===== src/rtl/uart_tx_param.sv =====
// ============================================================================
// Module  : uart_tx_param
// Purpose : Parametrised UART transmitter with a valid/ready word interface and
//           an optional input FIFO, enabled by defining UART_TX_FIFO_EN.
// Revision: 1.0
// ============================================================================
`default_nettype none

module uart_tx_param #(
  parameter int CLK_FREQ   = 125000000,
  parameter int BAUD_RATE  = 115200,
  parameter int DATA_BITS  = 8,
  parameter int PARITY     = 0,
  parameter int STOP_BITS  = 1,
  parameter int FIFO_DEPTH = 16
) (
  input  logic                 clk,
  input  logic                 rst,
  input  logic [DATA_BITS-1:0] tx_data,
  input  logic                 tx_valid,
  output logic                 tx_ready,
  output logic                 tx,
  output logic                 tx_busy
);

  localparam int BIT_TIME = CLK_FREQ / BAUD_RATE;
  localparam int CNT_W    = (BIT_TIME > 1) ? $clog2(BIT_TIME) : 1;
  localparam int IDX_W    = 4;
  localparam int BT_M1    = BIT_TIME - 1;
  localparam int DB_M1    = DATA_BITS - 1;
  localparam logic [CNT_W-1:0] CNT_MAX   = BT_M1[CNT_W-1:0];
  localparam logic [IDX_W-1:0] IDX_LAST  = DB_M1[IDX_W-1:0];
  localparam logic             STOP_LAST = (STOP_BITS == 2);

  if (BIT_TIME < 2) begin : g_chk_bit_time
    $error("uart_tx_param: BIT_TIME must be at least 2");
  end
  if (DATA_BITS < 5 || DATA_BITS > 9) begin : g_chk_data_bits
    $error("uart_tx_param: DATA_BITS must be 5..9");
  end
  if (STOP_BITS != 1 && STOP_BITS != 2) begin : g_chk_stop_bits
    $error("uart_tx_param: STOP_BITS must be 1 or 2");
  end
  if (FIFO_DEPTH < 2 || (FIFO_DEPTH & (FIFO_DEPTH - 1)) != 0) begin : g_chk_fifo_depth
    $error("uart_tx_param: FIFO_DEPTH must be a power of two >= 2");
  end

  typedef enum logic [2:0] {
    S_IDLE   = 3'd0,
    S_START  = 3'd1,
    S_DATA   = 3'd2,
    S_PARITY = 3'd3,
    S_STOP   = 3'd4
  } state_t;

  state_t                 state_q, state_d;
  logic [CNT_W-1:0]       cnt_q, cnt_d;
  logic [IDX_W-1:0]       idx_q, idx_d;
  logic                   stop_q, stop_d;
  logic [DATA_BITS-1:0]   shreg_q, shreg_d;
  logic                   par_q, par_d;
  logic                   tx_q, tx_d;
  logic                   bit_end;
  logic                   take;
  logic [DATA_BITS-1:0]   word;

`ifdef UART_TX_FIFO_EN
  localparam int PTR_W = $clog2(FIFO_DEPTH);
  localparam logic [PTR_W:0] FULL_CNT = FIFO_DEPTH[PTR_W:0];

  logic [DATA_BITS-1:0] mem_q [FIFO_DEPTH];
  logic [PTR_W-1:0]     wr_q, wr_d, rd_q, rd_d;
  logic [PTR_W:0]       count_q, count_d;
  logic                 push, pop, full, empty;

  assign full     = (count_q == FULL_CNT);
  assign empty    = (count_q == '0);
  assign tx_ready = !full;
  assign push     = tx_valid && !full;
  assign pop      = (state_q == S_IDLE) && !empty;
  assign take     = pop;
  assign word     = mem_q[rd_q];
  assign tx_busy  = (state_q != S_IDLE) || !empty;

  always_comb begin
    wr_d    = push ? wr_q + 1'b1 : wr_q;
    rd_d    = pop  ? rd_q + 1'b1 : rd_q;
    count_d = count_q;
    case ({push, pop})
      2'b10:   count_d = count_q + 1'b1;
      2'b01:   count_d = count_q - 1'b1;
      default: count_d = count_q;
    endcase
  end

  always_ff @(posedge clk) begin
    if (rst) begin
      wr_q    <= '0;
      rd_q    <= '0;
      count_q <= '0;
    end else begin
      wr_q    <= wr_d;
      rd_q    <= rd_d;
      count_q <= count_d;
    end
  end

  // Storage needs no reset: the pointers define which entries are valid.
  always_ff @(posedge clk) begin
    if (push) mem_q[wr_q] <= tx_data;
  end
`else
  assign tx_ready = (state_q == S_IDLE);
  assign take     = tx_valid && tx_ready;
  assign word     = tx_data;
  assign tx_busy  = (state_q != S_IDLE);
`endif

  assign bit_end = (cnt_q == CNT_MAX);

  always_comb begin
    state_d = state_q;
    cnt_d   = cnt_q;
    idx_d   = idx_q;
    stop_d  = stop_q;
    shreg_d = shreg_q;
    par_d   = par_q;
    case (state_q)
      S_IDLE: begin
        if (take) begin
          state_d = S_START;
          cnt_d   = '0;
          idx_d   = '0;
          stop_d  = 1'b0;
          shreg_d = word;
          par_d   = (PARITY == 1) ? ~^word : ^word;
        end
      end
      S_START: begin
        if (bit_end) begin
          state_d = S_DATA;
          cnt_d   = '0;
        end else begin
          cnt_d = cnt_q + 1'b1;
        end
      end
      S_DATA: begin
        if (bit_end) begin
          cnt_d = '0;
          if (idx_q == IDX_LAST) begin
            state_d = (PARITY != 0) ? S_PARITY : S_STOP;
          end else begin
            idx_d   = idx_q + 1'b1;
            shreg_d = shreg_q >> 1;
          end
        end else begin
          cnt_d = cnt_q + 1'b1;
        end
      end
      S_PARITY: begin
        if (bit_end) begin
          state_d = S_STOP;
          cnt_d   = '0;
        end else begin
          cnt_d = cnt_q + 1'b1;
        end
      end
      S_STOP: begin
        if (bit_end) begin
          cnt_d = '0;
          if (stop_q == STOP_LAST) state_d = S_IDLE;
          else                     stop_d  = 1'b1;
        end else begin
          cnt_d = cnt_q + 1'b1;
        end
      end
      default: state_d = S_IDLE;
    endcase

    // Line level follows the next state so the start bit leaves one cycle after acceptance.
    case (state_d)
      S_START:  tx_d = 1'b0;
      S_DATA:   tx_d = shreg_d[0];
      S_PARITY: tx_d = par_d;
      default:  tx_d = 1'b1;
    endcase
  end

  always_ff @(posedge clk) begin
    if (rst) begin
      state_q <= S_IDLE;
      cnt_q   <= '0;
      idx_q   <= '0;
      stop_q  <= 1'b0;
      shreg_q <= '0;
      par_q   <= 1'b0;
      tx_q    <= 1'b1;
    end else begin
      state_q <= state_d;
      cnt_q   <= cnt_d;
      idx_q   <= idx_d;
      stop_q  <= stop_d;
      shreg_q <= shreg_d;
      par_q   <= par_d;
      tx_q    <= tx_d;
    end
  end

  assign tx = tx_q;

endmodule

`default_nettype wire


===== config.mk =====
export PLATFORM = sky130hd
export DESIGN_NAME = uart_tx_param
export DESIGN_NICKNAME = d
export VERILOG_FILES = /design/src/rtl/uart_tx_param.sv
export SDC_FILE = /design/constraint.sdc
export NUM_CORES = 1
export LEC_CHECK = 0
export ABC_AREA = 0
export CORE_UTILIZATION = 59
export CTS_CLUSTER_DIAMETER = 100
export DETAILED_ROUTE_END_ITERATION = 8
export PLACE_DENSITY = 0.82
export SYNTH_ARGS = -nofsm -noshare
export SYNTH_HDL_FRONTEND = slang
export SYNTH_SLANG_ARGS = --single-unit

===== constraint.sdc =====
create_clock -name clk -period 4.03 [get_ports clk]
set_input_delay 1.209 -clock clk [delete_from_list [all_inputs] [get_ports clk]]
set_output_delay 1.209 -clock clk [all_outputs]
set_load 0.005 [all_outputs]

### Word level (Yosys, flattened, before mapping)

Index checks and enable logic that the tools add are counted.

| storage, ports and cells | value |
|---|---|
| flip-flop bits (word level) | 29 |
| latch bits | 0 |
| memory bits (writable) | 0 |
| memory bits (read-only) | 0 |
| bits of input ports | 11 |
| output and inout bits | 3 |
| logic and storage cells | 60 |
| memories kept | 0 |

| operators by class | value |
|---|---|
| $add $sub $neg | 2 |
| multipliers | 0 |
| div/mod/pow operators | 0 |
| order comparisons | 0 |
| equal/unequal tests | 13 |
| shifts and indexed selects | 0 |
| multiplexer cells | 26 |
| bitwise gates (word level) | 0 |
| reduce and logical (&&, ||, !) cells | 11 |

Operators by type and width:

| operator | number |
|---|---|
| 8-bit two-way mux | 3 |
| 11-bit two-way mux | 2 |
| 11-bit case mux with 2 select lines | 1 |
| 3-bit two-way mux | 7 |
| 8-bit case mux with 2 select lines | 1 |
| 3-bit case mux with 5 select lines | 1 |
| 3-bit by 2-bit equality test with 1-bit output, second input constant | 4 |
| 4-bit two-way mux | 3 |
| 11-bit by 1-bit adder with 11-bit output, second input constant | 1 |
| 11-bit equality test, second input constant | 1 |
| 4-bit case mux with 2 select lines | 1 |
| 8-bit parity | 1 |
| 3-bit by 1-bit equality test with 1-bit output, second input constant | 2 |
| 2-bit != test, second input constant | 3 |
| 2-bit nonzero test | 3 |
| 1-bit two-way mux | 5 |
| 4-bit by 1-bit adder with 4-bit output, second input constant | 1 |
| 4-bit by 3-bit equality test with 1-bit output, second input constant | 1 |
| 4-bit AND reduction | 1 |
| 4-bit OR reduction | 1 |
| 3-bit equality test, second input constant | 1 |
| 3-bit zero test | 1 |
| 1-bit case mux with 3 select lines | 1 |
| 3-bit AND reduction | 1 |
| 5 further kinds | 5 |

### Depth between registers and ports, before layout

| depth | value |
|---|---|
| depth in word-level cells | 6 |
| gate-level depth with buffers | 7 |
| gate-level depth less buffers | 7 |

### Worst setup path after synthesis

Ideal clock, no wire load.

| timing path | value |
|---|---|
| path kind | input port to flip-flop |
| start | input port tx_valid |
| end | register idx_q[1] |
| setup time | 71 ps |
| arrival | 2124 ps |
| required time | 3959 ps |
| path slack | 1836 ps |
| stages | 5 |
| path buffers | 0 |
| cell sequence | inv_1 nor2_8 a21oi_4 or4b_1 a21oi_1 |

| between the ends | value |
|---|---|
| word-level cells in the longest chain between the ends | 3 |

Ends and longest elaborated chain:

| item | line | text |
|---|---|---|
| from (decl) | 20 | `input logic tx_valid,` |
| 1-bit logical AND | 114 | `assign take = tx_valid && tx_ready;` |
| 2-bit by 1-bit != test with 1-bit output (no source line) | - |  |
| 4-bit AND reduction (no source line) | - |  |
| to (signal assigned) | 201 | `idx_q <= idx_d;` |
| to (decl) | 58 | `logic [IDX_W-1:0] idx_q, idx_d;` |

Every way passes these cells.
A chain may end at the register's enable or synchronous reset.

### Final worst setup path

| timing path | value |
|---|---|
| start | register state_q[0] |
| end | output port tx_ready |

| between the ends | value |
|---|---|
| word-level cells in the longest chain between the ends | 1 |

Ends and longest elaborated chain:

| item | line | text |
|---|---|---|
| from (decl) | 56 | `state_t state_q, state_d;` |
| from (signal assigned) | 199 | `state_q <= state_d;` |
| 3-bit zero test | 113 | `assign tx_ready = (state_q == S_IDLE);` |
| to (decl) | 21 | `output logic tx_ready,` |

Every way passes these cells.

==> impl_metrics.env <==
export IMPL_status="finished clean"
export IMPL_dieArea_sq_mm=0.00257
export IMPL_final_nets=187
export IMPL_area_delta_synth_final_pct=12.3
export IMPL_grt_pass1_vias=1113
export IMPL_coreArea_sq_mm=0.00221
export IMPL_netlist_instances=159
export IMPL_vias=1200
export IMPL_clockBufferDepth=2
export IMPL_whs_ps=470
export IMPL_final_antenna_net_count=0
export IMPL_syn_avg_cell_area_sq_um=8.78
export IMPL_gr_total_overflow=0
export IMPL_row_count=17
export IMPL_required_ps=2820
export IMPL_cts_hold_buf=0
export IMPL_mostFrequentLayoutCells="dfxtp_1, nor2_1, nand2_1, xnor2_1, clkdlybuf4s50_1"
export IMPL_cts_resized=0
export IMPL_worstPathMaxFanout=9
export IMPL_die_height_um=50.7
export IMPL_initial_core_util_pct=63.1
export IMPL_synth_main_ff_cell="dfxtp_1"
export IMPL_period_share_pct=78.6
export IMPL_worst_slew_pin_slew_ps=613
export IMPL_io_pins=14
export IMPL_endpoint_kind="output pin"
export IMPL_clkTransAtPathRegs_ps=130
export IMPL_setup_violations=0
export IMPL_num_fill_cells=190
export IMPL_place_hpwl_um=2070
export IMPL_worst_ep_arrival_time_ps=1960
export IMPL_grt_max_degree=19
export IMPL_fin_crit_ps=3170
export IMPL_wl_um=2800
export IMPL_cts_tree="built"
export IMPL_fin_skew_ps=12.6
export IMPL_yosysSeqAreaShare_pct=40.1
export IMPL_report_final_slew_viol_count=0
export IMPL_groute_usage_overall_pct=24.6
export IMPL_drc=0
export IMPL_numPortBuffers=13
export IMPL_synth_distinct_cells=43
export IMPL_syn_num_nets=173
export IMPL_fin_setup_tns_ps=0
export IMPL_worstSkewPairLatency_ps=330
export IMPL_routedWlPerCell_um=14.0
export IMPL_layout_commonest_cell="dfxtp_1"
export IMPL_die_w_um=50.7
export IMPL_powerDensity_mw_per_mm2=306
export IMPL_cts_sinks=28
export IMPL_cts_made_buffers=3
export IMPL_synth_top_cell_by_area="dfxtp_1"
export IMPL_grt_first_pass_wirelength_um=4720
export IMPL_slew_headroom_pct=58.9
export IMPL_rsz0062_at_grt="false"
export IMPL_dr_first_iter_drc_count=30
export IMPL_synthArstFlopShare_pct=0
export IMPL_max_cap_violations=0
export IMPL_startpoint_type="flop"
export IMPL_cts_htree_levels=1
export IMPL_drive_above_1_share_pct=6.43
export IMPL_cellLeakagePower_nw=0.547
export IMPL_synth_warnings=0
export IMPL_firstDrtPassIters=4
export IMPL_hold_path_class="reg -> reg"
export IMPL_synth_area_top_cells="dfxtp_1, xnor2_1, nor2_1"
export IMPL_vias_per_cell=6.03
export IMPL_gp_congestion=0.838
export IMPL_antenna_found_initial=0
export IMPL_synth_edf_count=0
export IMPL_post_cts_buffers=0
export IMPL_diodes=0
export IMPL_cts_root_buf="clkbuf_4"
export IMPL_ir_drop_mv=0.220
export IMPL_synth_top_area_share_pct=40.1
export IMPL_syn_cell_area_sq_mm=0.00140
export IMPL_critical_path_class="reg -> out"
export IMPL_yosys_register_bits=28
export IMPL_finalHoldViolCount=0
export IMPL_max_freq_mhz=316
registers in the layout, indices dropped and copies added, names as in the netlist:
register / cells
cnt_q: 11
shreg_q: 8
idx_q: 4
state_q: 3
par_q: 1
tx: 1
layer usage:
layer | track usage [%] | wire [um] | part of all wire, %
met4 | 11.6 | 40 | 1.4
met1 | 32.3 | 1340 | 48
met2 | 39.3 | 1340 | 48
met5 | 0 | 0 | 0
met3 | 3.64 | 71 | 2.5
power by group:
group | total (W) | internal [W] | switching, W
registers | 0.000292 | 0.000286 | 0.00000627
clock network | 0.000114 | 0.0000351 | 0.0000790
logic | 0.0000733 | 0.0000358 | 0.0000374
per-stage QoR:
| step | cells | power [W] | instance area (sq um) | util [%] | worst slack, ps |
|---|---|---|---|---|---|
| after floorplan | 159 | 0.000345 | 1400 | - | 1840 |
| after global placement | 196 | 0.000369 | 1550 | 69.9 | 1140 |
| after detailed placement | 196 | 0.000371 | 1550 | 69.9 | 1110 |
| after CTS | 199 | 0.000482 | 1570 | 70.9 | 859 |
| after global routing | 199 | 0.000497 | 1570 | 70.9 | 789 |
| final | 199 | 0.000480 | 1570 | 70.9 | 861 |
cell families (layout without fill, tap and decap cells):
kind of cell | Yosys count | after routing | share of synthesized area [%]
fa+ha+maj | 3 | 3 | 2.69
xor+xnor | 18 | 18 | 11.3
simple gates | 65 | 65 | 25.0
flops | 28 | 28 | 40.1
buf+inv | 11 | 23 | 3.32
mux | 1 | 1 | 0.717
compound gates | 33 | 33 | 16.8
area by class of cell:
cell class                 count  area, sq um  area share [%]
timing repair buffer          14          138            8.78
clock buffer                   3         22.5            1.44
multi-input combinational    120          790            50.4
inverter                       6         22.5            1.44
tap                           28         35.0            2.23
sequential                    28          561            35.8
worst paths after layout:
kind | cells past startpoint | slack, ps | start | to
max | 3 | 860 | state_q[0]$_SDFF_PP0_ | tx_ready
min | 2 | 470 | shreg_q[4]$_SDFFE_PP0P_ | shreg_q[4]$_SDFFE_PP0P_
max reg2reg | 7 | 1820 | cnt_q[0]$_SDFFE_PP0P_ | cnt_q[7]$_SDFFE_PP0P_
min reg2reg | 2 | 470 | shreg_q[4]$_SDFFE_PP0P_ | shreg_q[4]$_SDFFE_PP0P_
critical path, stage by stage (launching register included):
cell             delay, ps
dfxtp_1                400
or3_1                  560
inv_1                  160
clkdlybuf4s50_1        520
cell usage after synthesis (2+ instances only):
cell and count:
dfxtp_1 28, nor2_1 20, nand2_1 13, xnor2_1 13, a21oi_1 8, a22oi_1 8
inv_1 6, nor3_1 6, nand3_1 5, xor2_1 5, nand4_1 4, and3_1 3
ha_1 3, o2111ai_1 3, a211oi_1 2, clkbuf_1 2, o21ai_0 2, o21ai_1 2
or3_1 2
(Power assumes the default switching activity.)
